===== src/rtl/tx_frame_ctrl.sv =====
// Serial frame transmitter: one-entry holding register feeding a start/data/stop
// shift register, paced by strobes from an external bit timer.
module tx_frame_ctrl #(
  parameter int DATA_BITS = 8
) (
  input  logic                 clk,
  input  logic                 n_rst,
  input  logic                 tx_valid,
  input  logic [DATA_BITS-1:0] tx_data,
  output logic                 tx_ready,
  input  logic                 shift_strobe,
  input  logic [3:0]           bit_count,
  output logic                 clear_timer,
  output logic                 disable_timer,
  output logic                 serial_out,
  output logic                 tx_busy,
  output logic                 frame_done
);

  // state | meaning
  // IDLE  | line high, timer held, waiting for a held byte
  // LOAD  | one cycle: clear timer, move holding byte into shift register
  // SHIFT | timer running, one frame bit per strobe
  // DONE  | one cycle: frame_done pulse, then reload or go idle
  typedef enum logic [1:0] {IDLE, LOAD, SHIFT, DONE} state_t;

  localparam int FRAME_BITS = DATA_BITS + 2;
  localparam logic [3:0] LAST_BIT = 4'(FRAME_BITS - 1);

  state_t                 state;
  logic                   hold_full;
  logic [DATA_BITS-1:0]   hold_data;
  logic [FRAME_BITS-1:0]  shift_reg;

  assign tx_ready   = ~hold_full;
  // Shift register idles at all ones, so the line is high outside SHIFT.
  assign serial_out = shift_reg[0];

  always_ff @(posedge clk or negedge n_rst) begin
    if (!n_rst) begin
      hold_full <= 1'b0;
      hold_data <= '0;
    end else if (state == LOAD) begin
      hold_full <= 1'b0;
    end else if (tx_valid && !hold_full) begin
      hold_full <= 1'b1;
      hold_data <= tx_data;
    end
  end

  always_ff @(posedge clk or negedge n_rst) begin
    if (!n_rst) begin
      state         <= IDLE;
      shift_reg     <= '1;
      tx_busy       <= 1'b0;
      disable_timer <= 1'b1;
      clear_timer   <= 1'b0;
      frame_done    <= 1'b0;
    end else begin
      clear_timer <= 1'b0;
      frame_done  <= 1'b0;
      case (state)
        IDLE: begin
          if (hold_full) begin
            state         <= LOAD;
            tx_busy       <= 1'b1;
            clear_timer   <= 1'b1;
            disable_timer <= 1'b1;
          end
        end
        LOAD: begin
          state         <= SHIFT;
          shift_reg     <= {1'b1, hold_data, 1'b0};
          disable_timer <= 1'b0;
        end
        SHIFT: begin
          if (shift_strobe) begin
            shift_reg <= {1'b1, shift_reg[FRAME_BITS-1:1]};
            // Counts past the last bit also end the frame so a glitch cannot hang us.
            if (bit_count >= LAST_BIT) begin
              state         <= DONE;
              frame_done    <= 1'b1;
              disable_timer <= 1'b1;
            end
          end
        end
        DONE: begin
          if (hold_full) begin
            state       <= LOAD;
            clear_timer <= 1'b1;
          end else begin
            state   <= IDLE;
            tx_busy <= 1'b0;
          end
        end
        default: begin
          state         <= IDLE;
          shift_reg     <= '1;
          tx_busy       <= 1'b0;
          disable_timer <= 1'b1;
        end
      endcase
    end
  end

endmodule


===== config.mk =====
export PLATFORM = sky130hd
export DESIGN_NAME = tx_frame_ctrl
export DESIGN_NICKNAME = d
export VERILOG_FILES = /design/src/rtl/tx_frame_ctrl.sv
export SDC_FILE = /design/constraint.sdc
export NUM_CORES = 1
export LEC_CHECK = 0
export CAP_MARGIN = 0
export CORE_MARGIN = 2
export CORE_UTILIZATION = 35
export DETAILED_ROUTE_END_ITERATION = 12
export GPL_TIMING_DRIVEN = 1
export HOLD_SLACK_MARGIN = 0.12
export PLACE_DENSITY = 0.61
export SLEW_MARGIN = 25
export SYNTH_ARGS = -nofsm -noshare
export SYNTH_HDL_FRONTEND = slang
export SYNTH_SLANG_ARGS = --single-unit

===== constraint.sdc =====
create_clock -name clk -period 1.38 [get_ports clk]
set_input_delay 0.138 -clock clk [delete_from_list [all_inputs] [get_ports clk]]
set_output_delay 0.138 -clock clk [all_outputs]
set_load 0.02 [all_outputs]

==> results.cfg, run 1 <==
[min_path]
hold_class = input port to async pin

[global_route]
antenna_found_initial = 0
grt_pass1_vias = 891
grt_max_degree = 25
grt_pass1_wl_microns = 4010
track_usage_pct = 12.5
overflow = 0

[floorplanning]
fp-row-count = 21
initial_core_util_pct = 37.0
pin_count = 22
dieArea_sq_mm = 0.00411
core_area_sq_mm = 0.00342
die_w_microns = 64.1
die_y_microns = 64.1

[sta]
rsz0062_at_grt = true
worst_pin_slew_ns = 0.357
worst_slack_ns = -0.0438
slew_headroom_pct = 76.1
whs_ns = 0.160
drv_slew = 0
finalWorstPathRequiredPeriod_ns = 1.42
setup_tns_ns = -0.267
fmax_mhz = 702
finalCritPeriodShare_pct = 103
finalSetupViolations = 9
hold_viol = 0
finalClockSkew_ns = 0.00252

[place]
post-place-ws_ns = -0.152
detailed_place.area_sq_mm = 0.00165
io_buffers = 21
place_congestion = 0.895
dp_hpwl_microns = 1800

[run_status]
status = finished, violations left
violations = setup timing

[routing]
first_iter_violations = 44
ant_nets = 0
drc = 0
wire_per_inst_microns = 12.6
vias = 944
first_pass_iters = 4
routed_wl_microns = 2450
viasPerCell = 4.87

[synthesis]
syn_area_sq_mm = 0.00126
ys_types = 28
synth_seq_cells = 24
synth_nets = 129
avgSynthCellArea_sq_um = 11.7
ys_warn_count = 0
yosysSeqAreaShare_pct = 48.5
synthCells = 108

[clock_tree]
cts_max_level = 1
cts_root_buffer = clkbuf_4
clock_path_buffers = 2
clk_latency_ns = 0.31
cts_buffers = 3
cts_sinks = 24
cts.clk_slew.worst_paths_ns = 0.14
cts_tree = yes

[critical_path]
required_ns = 1.64
end_kind = flip-flop
r2r_start = state[1]$_DFFE_PN0P_
reg2reg_slack_ns = -0.04
ff2ff_path_depth = 5
crit_type = flip-flop to flip-flop
cp.arrival_ns = 1.68
critical_path.startpoint_type = flip-flop
crit_start = state[1]$_DFFE_PN0P_
r2r-end = state[0]$_DFFE_PN0P_
path_max_fanout = 6

[layout]
final_area_sq_mm = 0.00177
n_antenna_cell = 0
drive_gt1_share_pct = 39.2
final_util_pct = 51.8
syn2layout_area_growth_pct = 39.8
largest_reg_flops = 9
nets = 170

[power_and_ir_drop]
power_density_mw_per_mm2 = 2280
p_leak_uw = 0.000771
peakVddDrop_mv = 0.804

[flow_run]
maxCapViolations = 0
-- logic make-up after synthesis --
logic type	synth area share [%]
buf+inv	4.85
fa+ha+maj	4.95
simple gates	11.1
mux	17.0
compound gates	13.7
flops	48.5
-- layout by cell type (no fill, tap or decap), drive strengths merged, types with 6 or more instances in the layout --
| master | Yosys | routed |
|---|---|---|
| a211oi | 6 | 6 |
| a21oi | 9 | 9 |
| buf | 5 | 20 |
| clkdlybuf4s50 | 0 | 15 |
| dfrtp | 14 | 14 |
| dfstp | 10 | 10 |
| inv | 8 | 8 |
| mux2 | 9 | 9 |
| mux2i | 8 | 8 |
| nand3 | 6 | 6 |
-- worst max-delay path, stage by stage, from the launching register on --
cell and delay (ns):
dfrtp_1 0.43, buf_4 0.15, ha_2 0.21, buf_4 0.15
a222oi_1 0.26, nand3b_1 0.16
-- synth_stat cells (all sizes together) --
cell type,number,share of area [%]
a211oi,6,3.6
a21oi,9,3.9
a221oi,1,0.69
a222oi,1,0.79
a31oi,1,0.49
and2b,3,1.8
and3,2,0.99
and3b,1,0.69
buf,5,2.5
dfrtp,14,28
dfstp,10,21
ha,5,4.9
inv,8,2.4
mux2,9,11
mux2i,8,6.3
nand2,1,0.30
nand2b,1,0.49
nand3,6,2.4
nand3b,1,0.59
nor2,5,1.5
nor2b,4,2.0
nor3,1,0.40
o211ai,1,0.59
o21ai,4,1.6
o311ai,1,2.1
-- worst max path at each step --
| stage | to | slack (ns) | depth (start not counted) |
|---|---|---|---|
| after floorplan | hold_data[0]$_DFFE_PN0P_ | -0.03 | 6 |
| after global placement | state[1]$_DFFE_PN0P_ | -0.13 | 4 |
| after detailed placement | state[1]$_DFFE_PN0P_ | -0.15 | 4 |
| after CTS | hold_data[3]$_DFFE_PN0P_ | -0.05 | 6 |
| after global routing | hold_data[3]$_DFFE_PN0P_ | -0.07 | 6 |
| final | state[0]$_DFFE_PN0P_ | -0.04 | 5 |
-- where the power goes --
part | switching [uW] | total [uW] | internal [uW]
registers | 223 | 1380 | 1160
clock network | 221 | 514 | 293
logic | 948 | 2130 | 1190
-- stage by stage --
step,cells,power (uW)
finish,194,4030
global route,194,4350
CTS,192,3960
detailed placement,187,3390
global placement,187,3340
floorplan,108,2700
-- cell type report --
cell class	instances	area, sq um
clock buffers	3	22.5
clock inverters	1	30.0
fillers	319	1650
inverters	8	30.0
multi-input cells	71	643
flip-flops and latches	24	614
well taps	46	57.6
repair buffers	41	370
-- repair_timing --
| item | 4_1_cts | 5_1_grt |
|---|---|---|
| resized for setup | 13 | 7 |
| setup endpoints to repair | 19 | 16 |
| buffers inserted | 1 | 2 |
| hold buffers | 0 | 0 |
| pin swaps | 2 | 3 |
-- routing by layer --
metal	share of wire (%)	up-vias	GRT usage, %
met2	48	22	21.1
li1	-	465	-
met4	0.90	0	3.99
met1	47	455	16.1
met5	0	-	0
met3	4.0	2	2.29
Power figures use the tool's default switching activity.
==> run 2, diff against run 1 <==
Settings changed: HOLD_SLACK_MARGIN 0.12 to 0.08.
==> results of run 2 <==
Same layout as run 1: the final DEF is identical, and so are final timing and power.
